**config.mk**
```make
export PLATFORM = sky130hd
export DESIGN_NAME = activity_monitor_bank
export DESIGN_NICKNAME = d
export VERILOG_FILES = /design/src/rtl/activity_monitor_bank.sv
export SDC_FILE = /design/constraint.sdc
export NUM_CORES = 1
export LEC_CHECK = 0
export ABC_AREA = 1
export BUFFER_PORTS_ARGS = -buffer_cell sky130_fd_sc_hd__buf_2
export CORE_AREA = 5 5 199 201
export DETAILED_ROUTE_END_ITERATION = 12
export DIE_AREA = 0 0 204 206
export PLACE_DENSITY = 0.74
export SETUP_SLACK_MARGIN = 0.15
export SYNTH_ARGS = -nofsm -noshare
export SYNTH_HDL_FRONTEND = slang
export SYNTH_SLANG_ARGS = --single-unit
```
**constraint.sdc**
```tcl
create_clock -name clk -period 15.2 [get_ports clk]
set_input_delay 2.28 -clock clk [delete_from_list [all_inputs] [get_ports clk]]
set_output_delay 2.28 -clock clk [all_outputs]
set_load 0.02 [all_outputs]
```
**src/rtl/activity_monitor_bank.sv**
```systemverilog
// Multi-channel activity monitor: per-channel event counters with optional windowed snapshots.
// Define ACTMON_THRESH_EN to add the per-channel snapshot threshold compare (thresh / thresh_hit).
module activity_monitor_bank #(
  parameter int unsigned NUM_CH = 4,
  parameter int unsigned SIG_W  = 4,
  parameter int unsigned CNT_W  = 32,
  parameter int unsigned WIN_W  = 16,
  localparam int unsigned RD_W  = (NUM_CH > 1) ? $clog2(NUM_CH) : 1
) (
  input  logic                    clk,
  input  logic                    reset,
  input  logic [NUM_CH*SIG_W-1:0] sig_in,
  input  logic [2*NUM_CH-1:0]     ch_mode,
  input  logic                    clear,
  input  logic                    win_en,
  input  logic [WIN_W-1:0]        win_len,
`ifdef ACTMON_THRESH_EN
  input  logic [CNT_W-1:0]        thresh,
  output logic [NUM_CH-1:0]       thresh_hit,
`endif
  output logic                    snap_valid,
  output logic [NUM_CH-1:0]       ovf,
  input  logic                    rd_en,
  input  logic                    rd_src,
  input  logic [RD_W-1:0]         rd_ch,
  output logic                    rd_valid,
  output logic [CNT_W-1:0]        rd_data
);

  localparam logic [1:0] MODE_CHANGE = 2'd0;
  localparam logic [1:0] MODE_LEVEL  = 2'd1;
  localparam logic [1:0] MODE_RISE   = 2'd2;

  typedef enum logic {S_IDLE, S_RUN} state_e;

  state_e                 state_q, state_d;
  logic [WIN_W-1:0]       win_cnt_q, win_cnt_d;
  logic                   win_term;

  logic [SIG_W-1:0]       prev_q [NUM_CH];
  logic [CNT_W-1:0]       cnt_q  [NUM_CH];
  logic [CNT_W-1:0]       cnt_d  [NUM_CH];
  logic [CNT_W-1:0]       cnt_inc[NUM_CH];
  logic [CNT_W-1:0]       snap_q [NUM_CH];
  logic [CNT_W-1:0]       snap_d [NUM_CH];
  logic [NUM_CH-1:0]      ev;
  logic [NUM_CH-1:0]      sat_hit;
  logic [NUM_CH-1:0]      ovf_q, ovf_d;
  logic                   snap_valid_q;
  logic                   rd_valid_q;
  logic [CNT_W-1:0]       rd_data_q, rd_data_d, rd_val;

  // Per-channel event detection against the previous registered sample
  always_comb begin
    ev = '0;
    for (int i = 0; i < NUM_CH; i++) begin
      case (ch_mode[2*i +: 2])
        MODE_CHANGE: ev[i] = (sig_in[i*SIG_W +: SIG_W] != prev_q[i]);
        MODE_LEVEL:  ev[i] = sig_in[i*SIG_W];
        MODE_RISE:   ev[i] = sig_in[i*SIG_W] & ~prev_q[i][0];
        default:     ev[i] = 1'b0;
      endcase
    end
  end

  // Saturating increment; an event arriving at all-ones is lost and flagged
  always_comb begin
    sat_hit = '0;
    for (int i = 0; i < NUM_CH; i++) begin
      cnt_inc[i] = cnt_q[i];
      if (ev[i]) begin
        if (cnt_q[i] == {CNT_W{1'b1}}) sat_hit[i] = 1'b1;
        else                           cnt_inc[i] = cnt_q[i] + CNT_W'(1);
      end
    end
  end

  // Window FSM: state register
  always_ff @(posedge clk or posedge reset) begin
    if (reset) state_q <= S_IDLE;
    else       state_q <= state_d;
  end

  // Window FSM: next state
  always_comb begin
    state_d = state_q;
    case (state_q)
      S_IDLE: if (win_en && (win_len != '0)) state_d = S_RUN;
      S_RUN:  if (!win_en || (win_len == '0)) state_d = S_IDLE;
      default: state_d = S_IDLE;
    endcase
  end

  // Window FSM: counter and terminal detect; >= handles win_len shrinking mid-window
  always_comb begin
    win_cnt_d = '0;
    win_term  = 1'b0;
    if ((state_q == S_RUN) && win_en && (win_len != '0)) begin
      if (win_cnt_q >= (win_len - WIN_W'(1))) win_term = 1'b1;
      else                                    win_cnt_d = win_cnt_q + WIN_W'(1);
    end
    if (clear) begin
      win_cnt_d = '0;
      win_term  = 1'b0;
    end
  end

  // Live counters, snapshots and sticky overflow
  always_comb begin
    for (int i = 0; i < NUM_CH; i++) begin
      cnt_d[i]  = cnt_inc[i];
      snap_d[i] = snap_q[i];
      if (clear) begin
        cnt_d[i] = '0;
      end else if (win_term) begin
        cnt_d[i]  = '0;
        snap_d[i] = cnt_inc[i];
      end
    end
    ovf_d = clear ? '0 : (ovf_q | sat_hit);
  end

  // Read mux samples pre-update register contents
  always_comb begin
    rd_val = '0;
    if (32'(rd_ch) < NUM_CH) rd_val = rd_src ? snap_q[rd_ch] : cnt_q[rd_ch];
    rd_data_d = rd_en ? rd_val : rd_data_q;
  end

  always_ff @(posedge clk or posedge reset) begin
    if (reset) begin
      for (int i = 0; i < NUM_CH; i++) begin
        prev_q[i] <= '0;
        cnt_q[i]  <= '0;
        snap_q[i] <= '0;
      end
      win_cnt_q    <= '0;
      ovf_q        <= '0;
      snap_valid_q <= 1'b0;
      rd_valid_q   <= 1'b0;
      rd_data_q    <= '0;
    end else begin
      for (int i = 0; i < NUM_CH; i++) begin
        prev_q[i] <= sig_in[i*SIG_W +: SIG_W];
        cnt_q[i]  <= cnt_d[i];
        snap_q[i] <= snap_d[i];
      end
      win_cnt_q    <= win_cnt_d;
      ovf_q        <= ovf_d;
      snap_valid_q <= win_term;
      rd_valid_q   <= rd_en;
      rd_data_q    <= rd_data_d;
    end
  end

`ifdef ACTMON_THRESH_EN
  logic [NUM_CH-1:0] thr_q, thr_d;

  // Threshold flags refresh alongside each snapshot
  always_comb begin
    thr_d = thr_q;
    if (clear) begin
      thr_d = '0;
    end else if (win_term) begin
      for (int i = 0; i < NUM_CH; i++) thr_d[i] = (cnt_inc[i] >= thresh);
    end
  end

  always_ff @(posedge clk or posedge reset) begin
    if (reset) thr_q <= '0;
    else       thr_q <= thr_d;
  end

  assign thresh_hit = thr_q;
`endif

  assign snap_valid = snap_valid_q;
  assign ovf        = ovf_q;
  assign rd_valid   = rd_valid_q;
  assign rd_data    = rd_data_q;

endmodule
```
==> summary.md, run 1 <==
| Metric | Value |
|---|---|
| Setup tns final | 0 ns |
| FP Rows | between 70 and 80 |
| Initial antenna violation count | 0 |
| Tightest Hold Check Type | flop to flop |
| Worst R2R End | cnt_q[53] |
| CTS clk-pin slew, worst paths | roughly 0.050 ns |
| Vias per cell | 5.67 |
| Mux contribution to synthesized area | 0% |
| Power Density | slightly above 100 nW/um^2 |
| WHS Path Cells | 2 |
| Post-synth ARST share | 100% |
| R2r worst-path depth | 13 |
| Share of power burned in registers | between 40% and 50% |
| RSZ-0062 raised after global routing | false |
| Worst-Skew Late Latency | a little under 0.6 ns |
| Seq/Total Area, Yosys | between 40% and 50% |
| Crit Path Category | input pin to flop |
| Post-cts gate resize count | 0 |
| Die extent in y | between 200 and 250 um |
| Hpwl dp | around 47 mm |
| Net Sw Frac | between 20% and 30% |
| Die ar. | 42000 sq um |
| Crit path DAT | about 6.7 ns |
| Layout Nets | around 3100 |
| Status | completed |
| CP required | around 16 ns |
| Top_reg_cell synth | dfrtp_1 |
| Area leader, netlist | dfrtp_1 |
| Worst-Margin Slew | ~1.3 ns |
| Post-synth EDFFs | 0 |
| N_diodes | 0 |
| First-pass GRT wire length | approximately 110 mm |
| Crit-path max FO | 88 |
| Hold Fails Final Rpt | 0 |
| TritonRoute pass-1 iters | 6 |
| CTS Sinks | 327 |
| Synth-to-layout area growth | 9.16% |
| Cts hold-fix bufs | 0 |
| Synth Area in XOR/XNOR | under 10% |
| Syn Std Cell Area | 20300 sq um |
| FF+latch area | 8180 sq um |
| Vias in the first global route | slightly below 20000 |
| Yosys warns | 0 |
| DIE WIDTH | ~200 um |
| DRC violation count after routing | 0 |
| Critical path's top delay family | simple AND/OR/NAND/NOR gates |
| Synth Area in Compound Gates | between 10% and 20% |
| Max H-tree Level | 2 |
| RR Startpoint | win_cnt_q[7] |
| Worst Setup End Kind | flop |
| Synthesized flop and latch total | 327 |
| Tot GR Track Use | roughly a third |
| Critical Path Most Common Cell | nand2_1 |
| Final setup fails | 0 |
| Synth top area share | a little over 40% |
| Crit path time final | ~6.3 ns |
| Clk network pwr share | 43.9% |
| P_sw | roughly 0.00066 W |
| Post-synth cell types | 42 |
| Worst-case clock buffer depth | 3 |
| Leak Pwr | approximately 11 nW |
| Port bufs | between 80 and 90 |
| Post-synth top cells | nand2_1, nor2_1, dfrtp_1 |
| CP max stage delay | 1.00 ns |
| Post-Place Cells | 3449 |
| Worst VDD drop | 73.2 uV |
| Post-CTS Setup Inserts | 0 |
| Syn Area/Cell | 6.84 sq um |
| Filler instances | between 3000 and 4000 |
| Max_cap viols | 0 |
| Startpoint Class | input pin |
| Fmax | about 160 MHz |
| Initial DRC Count | about 1900 |
| TritonCTS clock tree | yes |
| Final ANT Viol Nets | 0 |
| Post-Layout Cell Count | between 3000 and 4000 |
| Average wire per standard cell | ~19 um |
| Post-Synth Adder-Cell Area | roughly 1.6% |
| Comb power frac | around 14% |
| Critical path startpoint | win_len[2] |
| Core Area | 37400 sq um |
| Routed wire length | between 60 and 70 mm |
| Worst Setup EP | cnt_q[53] |
| Simple-gate share of the synthesized area | 36.9% |
| Crit-path slowest cell | buf_4 |
| Critical path depth | 20 |
| Initial Utilization | a little over half |
| Int Pwr | 0.00160 W |
| Worst-path cell chain | buf_2, inv_2, nand2_1, inv_1, nand2_1, nor2_1, nand3_1, nor2_1, nand2_1, xnor2_1, inv_1, ha_1, nand4_1, nor2_1, nand2_1, nand2_1, nand2_8, nand2_4, buf_4, nor2_1 |
| Post-synthesis cell count | 2969 |
| Max Transition Viols Final | 0 |
| Max_slew headroom | about 12% |
| I/O pin cnt | 86 |
| Syn nets | about 3000 |
| Largest net degree at the start of global routing | approximately 100 |
| Cts bufs inserted | 40 |
| Final setup skew | 0.0301 ns |
| Multi-input gate area | 10500 sq um |
| Largest family of logic cells by synthesized area | simple AND/OR/NAND/NOR gates |
| Routed vias | ~20000 |
| Final period util | 41.5% |
| Count leader, synth | nand2_1 |
| Ranking of synthesized cells by area | dfrtp_1, nand2_1, nor2_1 |
| Flop-to-flop setup slack | 11.25 ns |
| CTS root buffer | clkbuf_16 |
| GR Overflow Total | 0 |
| RePlAce Congestion | 0.991 |
| Layout cells sized above 1 | under 10% |
| WP buf/inv | 5 |
[cells by family (layout without fill, tap and decap cells)]
logic type / Yosys count / after routing
DFF: 327 / 327
AOI/OAI and AO/OA: 408 / 408
xor gates and xnor gates: 49 / 49
buffers and inverters: 385 / 427
adders and majority gates: 26 / 26
and+or+nand+nor: 1774 / 1774
[metal layers]
metal | part of all wire [%] | GRT usage, % | vias up
li1 | - | - | 9569
met1 | 42 | 43.4 | 9389
met2 | 44 | 49.2 | 853
met3 | 8.3 | 5.48 | 172
met4 | 5.3 | 15.4 | 0
met5 | 0 | 0 | -
[power groups by stage]
| stage | registers (W) | logic [W] | clock network [W] |
|---|---|---|---|
| 6_report | 0.000956 | 0.000312 | 0.000991 |
| 5_1_grt | 0.000961 | 0.000351 | 0.00104 |
| 4_1_cts | 0.000954 | 0.000309 | 0.00100 |
| 3_5_place_dp | 0.000969 | 0.000308 | 0 |
| 3_3_place_gp | 0.000968 | 0.000302 | 0 |
| 2_1_floorplan | 0.000970 | 0.000209 | 0 |
[per-stage QoR]
stage | util (%) | setup WS [ns] | instance area, sq um | hold WS, ns | total power (W)
2_1_floorplan | - | 3.87 | 20300 | 0.444 | 0.00118
3_3_place_gp | 55.7 | 8.55 | 20800 | 0.461 | 0.00127
3_5_place_dp | 55.7 | 8.41 | 20800 | 0.462 | 0.00128
4_1_cts | 59.3 | 8.99 | 22200 | 0.482 | 0.00227
5_1_grt | 59.3 | 8.60 | 22200 | 0.498 | 0.00235
6_report | 59.3 | 8.89 | 22200 | 0.478 | 0.00226
[cell type report]
| class | instances | area share (%) |
|---|---|---|
| clock inverters | 11 | 0.649 |
| clock buffers | 62 | 5.44 |
| well taps | 511 | 2.88 |
| flip-flops and latches | 327 | 36.9 |
| multi-input cells | 2257 | 47.3 |
| inverters | 254 | 4.33 |
| repair buffers | 100 | 2.44 |
[sequential cells by signal, summed over array words and instances, names as in the netlist]
register,count
cnt_q,128
ovf,4
prev_q,16
rd_data,32
rd_valid,1
snap_q,128
snap_valid,1
state_q,1
win_cnt_q,16
[worst min path at each step]
stage           startpoint          end  slack [ns]
2_1_floorplan   snap_q[32]   snap_q[32]        0.44
3_3_place_gp    snap_q[63]   snap_q[63]        0.46
3_5_place_dp    snap_q[55]   snap_q[55]        0.46
4_1_cts        snap_q[115]  snap_q[115]        0.48
5_1_grt         snap_q[63]   snap_q[63]        0.50
6_report       snap_q[120]  snap_q[120]        0.48
[tightest hold or removal path: cells and delay by family, from the launching register on]
family / cells / cell delay, ns
and+or+nand+nor: 2 / 0.10
DFF: 1 / 0.34
[placed cells by master, fill, tap and decap left out, drive strengths merged, types with 2 or more instances in the layout]
cell type,count
dfrtp,327
bufinv,3
o21ai,269
a31oi,4
and2,2
o22ai,12
o211ai,7
o221ai,30
buf,100
clkbuf,62
inv,254
nand3b,2
nand4,32
ha,26
nand3,289
nor3,14
clkinv,7
nor2,483
xnor2,17
a21oi,79
nand2,946
xor2,32
o21bai,5
nor2b,5
No activity file was read; power rests on OpenSTA's default activity.
==> run 2, diff against run 1 <==
==> constraint.sdc (replaced) <==
create_clock -name clk -period 6.6 [get_ports clk]
set_input_delay 0.99 -clock clk [delete_from_list [all_inputs] [get_ports clk]]
set_output_delay 0.99 -clock clk [all_outputs]
set_load 0.02 [all_outputs]
==> run 2 against run 1 <==
  * Combinational power grew 130%
  * Clock skew fell by 0.013 ns
  * Flip-flop and latch count did not move
  * Sequential power grew 130%
  * Count of clock-buffer cells in the layout shrank 5
  * Highest routed layer is now met5
  * Wire length shrank 0.86%
  * Global-route usage fell by 0.15 points
==> summary.md, run 2 (synthesis gave the netlist of run 1 again) <==
| Metric | Value |
|---|---|
| Status | completed |
| FP Rows | 71 (unchanged) |
| Crit Path Category | input pin to flop |
| Max H-tree Level | 2 (unchanged) |
| Cts bufs inserted | 38 (-5.0%) |
| Synth-to-layout area growth | 9.19% (about the same) |
| Worst-case clock buffer depth | 3 (unchanged) |
| Post-CTS Setup Inserts | 0 (unchanged) |
| Comb power frac | 14.0% (+0.2 points) |
| CTS clk-pin slew, worst paths | 0.06 ns (about the same) |
| TritonCTS clock tree | yes |
| Filler instances | 3576 (-0.72%) |
| Tot GR Track Use | 31.6% (-0.15 points) |
| RePlAce Congestion | 1.03 (+3.8%) |
| Fin Hold WS | 0.478 ns (-0.000141 ns) |
| Net Sw Frac | 29.0% (-0.20 points) |
| Crit path DAT | 5.01 ns (-1.68 ns) |
| Clk network pwr share | 43.2% (-0.7 points) |
| Die ar. | 42000 sq um (unchanged) |
| CTS Sinks | 327 (unchanged) |
| Routed wire length | 65.8 mm (-0.86%) |
| Cts hold-fix bufs | 0 (unchanged) |
| I/O pin cnt | 86 (unchanged) |
| Post-cts gate resize count | 0 (unchanged) |
| Die extent in y | 206 um (unchanged) |
| Hold Fails Final Rpt | 0 (unchanged) |
| Worst VDD drop | 190 uV (+160%) |
| Max Transition Viols Final | 0 (unchanged) |
| CTS root buffer | clkbuf_16 |
| Worst Setup End Kind | flop |
| Routed vias | 20000 (-0.085%) |
| Port bufs | 85 (unchanged) |
| Final setup skew | 0.0172 ns (-0.0129 ns) |
| Initial DRC Count | 1874 (+0.32%) |
| Setup tns final | 0 ns (unchanged) |
| TritonRoute pass-1 iters | 6 (unchanged) |
| Fmax | roughly 220 MHz |
| Power Density | 232 nW/um^2 (+130%) |
| Vias in the first global route | 19300 (-0.18%) |
| CP required | 7.06 ns (-8.51 ns) |
| Max_cap viols | 0 (unchanged) |
| Worst-Skew Late Latency | 0.55 ns (-0.03 ns) |
| Largest net degree at the start of global routing | 168 (+62%) |
| Placed instance area | 20900 sq um (+0.23%) |
| Core Area | 37400 sq um (unchanged) |
| Finished Cell Area | 22200 sq um (about the same) |
| DIE WIDTH | 204 um (unchanged) |
| Worst-Margin Slew | 1.10 ns (-0.213 ns) |
| DRC violation count after routing | 0 (unchanged) |
| Commonest non-fill, non-tap cell in the layout | nand2_1 |
| Tightest Hold Check Type | flop to flop |
| Max_slew headroom | 26.2% (+14 points) |
| Leak Pwr | 10.6 nW (-0.10%) |
| Final ANT Viol Nets | 0 (unchanged) |
| Share of power burned in registers | 42.8% (+0.5 points) |
| Post-Place Cells | 3451 (+0.058%) |
| Initial antenna violation count | 1 (+1) |
| Layout Nets | 3054 (unchanged) |
| Startpoint Class | input pin |
| GR Overflow Total | 0 (unchanged) |
| Initial Utilization | 54.3% (unchanged) |
| Post-Layout Cell Count | 3519 (-0.085%) |
| Crit path time final | between 4 and 5 ns |
| Layout cells sized above 1 | 8.64% (about the same) |
| RSZ-0062 raised after global routing | false |
| R2r worst-path depth | 13 (unchanged) |
| Int Pwr | 0.00365 W (+130%) |
| Final period util | just under 70% |
| P_sw | 0.00149 W (+130%) |
| Average wire per standard cell | 18.7 um (-0.78%) |
| Hpwl dp | 46.6 mm (-0.77%) |
| First-pass GRT wire length | 105 mm (-0.21%) |
| N_diodes | 0 (unchanged) |
| Vias per cell | 5.67 (about the same) |
| WHS Path Cells | 2 (unchanged) |
| Crit-path max FO | 102 (+16%) |
| Final setup fails | 0 (unchanged) |
| Most frequent cells in the layout | nand2_1, nor2_1, dfrtp_1, nand3_1, inv_1 |
-- run 2: area by class of cell --
| type | instances | area (sq um) | area share (%) |
|---|---|---|---|
| multi-input combinational | 2257 | 10500 | 47.3 |
| sequential | 327 | 8180 | 36.9 |
| tap | 511 | 639 | 2.88 |
| inverter | 254 | 957 | 4.32 |
| timing repair buffer | 102 | 593 | 2.67 |
| clock inverter | 11 | 141 | 0.638 |
| clock buffer | 57 | 1170 | 5.26 |
-- run 2: path summary, 6_finish.rpt --
path	start	slack [ns]	endpoint
worst max register to register	win_cnt_q[6]	3.22	cnt_q[24]
worst max-delay path	win_len[0]	2.05	cnt_q[24]
worst min register to register	snap_q[86]	0.48	snap_q[86]
min in group asynchronous	reset	0.67	prev_q[10]
worst min-delay path	snap_q[86]	0.48	snap_q[86]
max in group asynchronous	reset	4.42	cnt_q[22]
-- run 2: critical path, cell delays in order --
cell	delay, ns
buf_2	0.09
inv_1	0.12
ha_1	0.25
nand4_1	0.21
nor2_1	0.22
nand3_1	0.13
nor2_1	0.13
xor2_1	0.15
inv_1	0.05
ha_1	0.29
nand4_1	0.11
a21oi_1	0.07
nor2_1	0.25
nand2_1	0.19
nand2_8	0.45
nand2_4	0.58
buf_12	0.45
a21oi_1	0.20
-- run 2: power by group through the flow --
stage                     logic [W]  clock network [W]  registers (W)
after floorplan            0.000482                  0        0.00223
after global routing       0.000806            0.00234        0.00221
after global placement     0.000696                  0        0.00223
after CTS                  0.000713            0.00226        0.00220
final                      0.000719            0.00222        0.00220
after detailed placement   0.000709                  0        0.00223
-- run 2: per-stage QoR --
stage          total power [W]  utilization (%)  setup slack [ns]
2_1_floorplan          0.00272                -              1.25
4_1_cts                0.00517             59.3              2.05
5_1_grt                0.00535             59.3              1.62
3_5_place_dp           0.00294             55.8              1.47
3_3_place_gp           0.00293             55.8              1.59
6_report               0.00514             59.3              2.05
-- run 2: layer usage --
layer  track usage, %  routed length [um]  up-vias
li1                 -                   -     9570
met1             43.4               27400     9372
met2             49.1               29500      843
met3             5.07                5380      179
met4             15.4                3470        2
met5                0                  13        -
==> run 3, diff against run 2 <==
--- a/config.mk
+++ b/config.mk
@@ -10,7 +10,7 @@
 export CORE_AREA = 5 5 199 201
 export DETAILED_ROUTE_END_ITERATION = 12
 export DIE_AREA = 0 0 204 206
-export PLACE_DENSITY = 0.74
+export PLACE_DENSITY = 0.76
 export SETUP_SLACK_MARGIN = 0.15
 export SYNTH_ARGS = -nofsm -noshare
 export SYNTH_HDL_FRONTEND = slang
==> constraint.sdc (replaced) <==
create_clock -name clk -period 4.15 [get_ports clk]
set_input_delay 0.6225 -clock clk [delete_from_list [all_inputs] [get_ports clk]]
set_output_delay 0.6225 -clock clk [all_outputs]
set_load 0.02 [all_outputs]
==> run 3 against run 2 <==
  * Utilization is 0.49 points higher
  * Critical path type unchanged
  * Sequential power is 60% higher
  * Die area stayed put
  * Power is 60% higher
  * Largest power group unchanged
  * Largest cell class unchanged
  * Highest routed layer is now met4
==> summary.md, run 3 (synthesis gave the netlist of run 1 again) <==
| Metric | Value |
|---|---|
| Startpoint Class | input pin |
| Crit path time final | about 3.3 ns |
| Fin Hold WS | 0.0509 ns (-0.427 ns) |
| Layout cells sized above 1 | 9.16% (+0.52 points) |
| Crit path DAT | 3.76 ns (-1.25 ns) |
| Multi-input gate area | 10500 sq um (unchanged) |
| Max H-tree Level | 2 (unchanged) |
| Final setup skew | 0.0126 ns (-0.00459 ns) |
| Worst VDD drop | 298 uV (+57%) |
| Worst-path cell chain | buf_2, inv_2, nand2_1, inv_1, nand2_1, nor2_1, nand3_1, nor2_1, nand2_1, xnor2_1, inv_1, ha_1, a21oi_1, o21ai_1, nor2_1, nand2_1, nand2_8, nand2_4, buf_4, buf_4, nor2_2 |
| Post-Place Cells | 3466 (+0.43%) |
| RePlAce Congestion | 1.03 (+0.20%) |
| Synth-to-layout area growth | 10.1% |
| Average wire per standard cell | 19.5 um (+4.5%) |
| Final period util | about four fifths |
| Hold Fails Final Rpt | 0 (unchanged) |
| Filler instances | 3524 (-1.5%) |
| CTS root buffer | clkbuf_16 |
| Largest net degree at the start of global routing | 139 (-17%) |
| TritonRoute pass-1 iters | 5 (-1) |
| Crit Path Category | input pin to flop |
| Routed vias | 20000 (+0.19%) |
| Critical path's top delay family | simple AND/OR/NAND/NOR gates |
| CP max stage delay | 0.30 ns (-0.28 ns) |
| Vias per cell | 5.66 (-0.24%) |
| Initial Utilization | 54.3% (unchanged) |
| Worst-Margin Slew | 0.854 ns (-0.250 ns) |
| Worst-case clock buffer depth | 3 (unchanged) |
| Crit-path slowest cell | ha_1 |
| FP Rows | 71 (unchanged) |
| Tot GR Track Use | 33.0% (+1.4 points) |
| Max_slew headroom | 42.9% (+17 points) |
| GR Overflow Total | 0 (unchanged) |
| Final setup fails | 0 (unchanged) |
| Port bufs | 85 (unchanged) |
| Status | completed |
| Cts bufs inserted | 39 (+2.6%) |
| CTS clk-pin slew, worst paths | 0.06 ns (about the same) |
| Final ANT Viol Nets | 0 (unchanged) |
| TritonCTS clock tree | yes |
| FF+latch area | 8180 sq um (unchanged) |
| Post-CTS Setup Inserts | 0 (unchanged) |
| Fmax | a little over 300 MHz |
| Most frequent cells in the layout | nand2_1, nor2_1, dfrtp_1, nand3_1, inv_1 |
| Tightest Hold Check Type | input pin to async pin |
| N_diodes | 0 (unchanged) |
| Critical Path Most Common Cell | nand2_1 |
| Worst-Skew Late Latency | 0.56 ns (about the same) |
| Cts hold-fix bufs | 0 (unchanged) |
| CP required | 4.63 ns (-2.43 ns) |
| Die extent in y | 206 um (unchanged) |
| DIE WIDTH | 204 um (unchanged) |
| WP buf/inv | 6 (+2) |
| Routed wire length | 69.1 mm (+4.9%) |
| Power Density | 367 nW/um^2 (+59%) |
| Post-cts gate resize count | 0 (unchanged) |
| Core Area | 37400 sq um (unchanged) |
| Layout Nets | 3070 (+0.52%) |
| CTS Sinks | 327 (unchanged) |
| RSZ-0062 raised after global routing | false |
| Post-Layout Cell Count | 3534 (+0.43%) |
| Initial antenna violation count | 1 (unchanged) |
| Max Transition Viols Final | 0 (unchanged) |
| Crit-path max FO | 17 (-83%) |
| Commonest non-fill, non-tap cell in the layout | nand2_1 |
| DRC violation count after routing | 0 (unchanged) |
| I/O pin cnt | 86 (unchanged) |
| Leak Pwr | 10.7 nW (+1.0%) |
| Hpwl dp | 51.0 mm (+9.4%) |
| Vias in the first global route | 19300 (-0.25%) |
| First-pass GRT wire length | 109 mm (+3.2%) |
| Max_cap viols | 0 (unchanged) |
| Initial DRC Count | 1980 (+5.7%) |
| Die ar. | 42000 sq um (unchanged) |
| Worst Setup End Kind | flop |
-- run 3: changes by cell type in the layout (fill, tap and decap cells not counted) --
cell / before / now
inv_2: 6 / 5
inv_6: 0 / 1
clkinvlp_4: 4 / 2
buf_12: 3 / 10
clkbuf_1: 8 / 6
clkbuf_8: 8 / 6
clkinv_4: 1 / 0
buf_4: 15 / 23
clkinv_2: 4 / 11
-- run 3: path summary, 6_finish.rpt --
| path | start | cells past startpoint | end | slack [ns] |
|---|---|---|---|---|
| min | reset | 2 | cnt_q[68] | 0.05 |
| max | win_len[2] | 21 | cnt_q[35] | 0.87 |
| max reg2reg | cnt_q[65] | 11 | cnt_q[66] | 1.38 |
| min reg2reg | snap_q[83] | 2 | snap_q[83] | 0.48 |
| max in group asynchronous | reset | 3 | prev_q[15] | 3.12 |
| min in group clk | sig_in[1] | 1 | prev_q[13] | 0.19 |
-- run 3: per-layer routing --
metal,GRT usage [%],share of wire (%),vias to the layer above
met4,11.8,3.9,0
met2,53.0,46,804
met5,0,0,-
met1,45.3,42,9473
li1,-,-,9598
met3,5.87,8.1,128
-- run 3: final cells by class --
class | count | share of cell area (%)
inverters | 254 | 4.29
well taps | 511 | 2.86
repair buffers | 117 | 3.55
flip-flops and latches | 327 | 36.6
clock inverters | 15 | 0.700
multi-input cells | 2257 | 46.9
clock buffers | 53 | 5.06
-- run 3: report_power, final --
group          switching (W)  leakage, nW  internal [W]
Combinational       0.000830         5.63      0.000350
Sequential          0.000178         4.41       0.00333
Clock                0.00143        0.642       0.00209
-- run 3: stage by stage --
stage                     total power (W)  TNS [ns]  area (sq um)  setup slack, ns  utilization (%)
after floorplan                   0.00432   -273.77         20300           -0.837                -
after global placement            0.00470         0         21100            0.388             56.3
after detailed placement          0.00472         0         21100            0.309             56.3
after CTS                         0.00823         0         22400            0.875             59.8
after global routing              0.00853         0         22400            0.542             59.8
final                             0.00821         0         22400            0.871             59.8
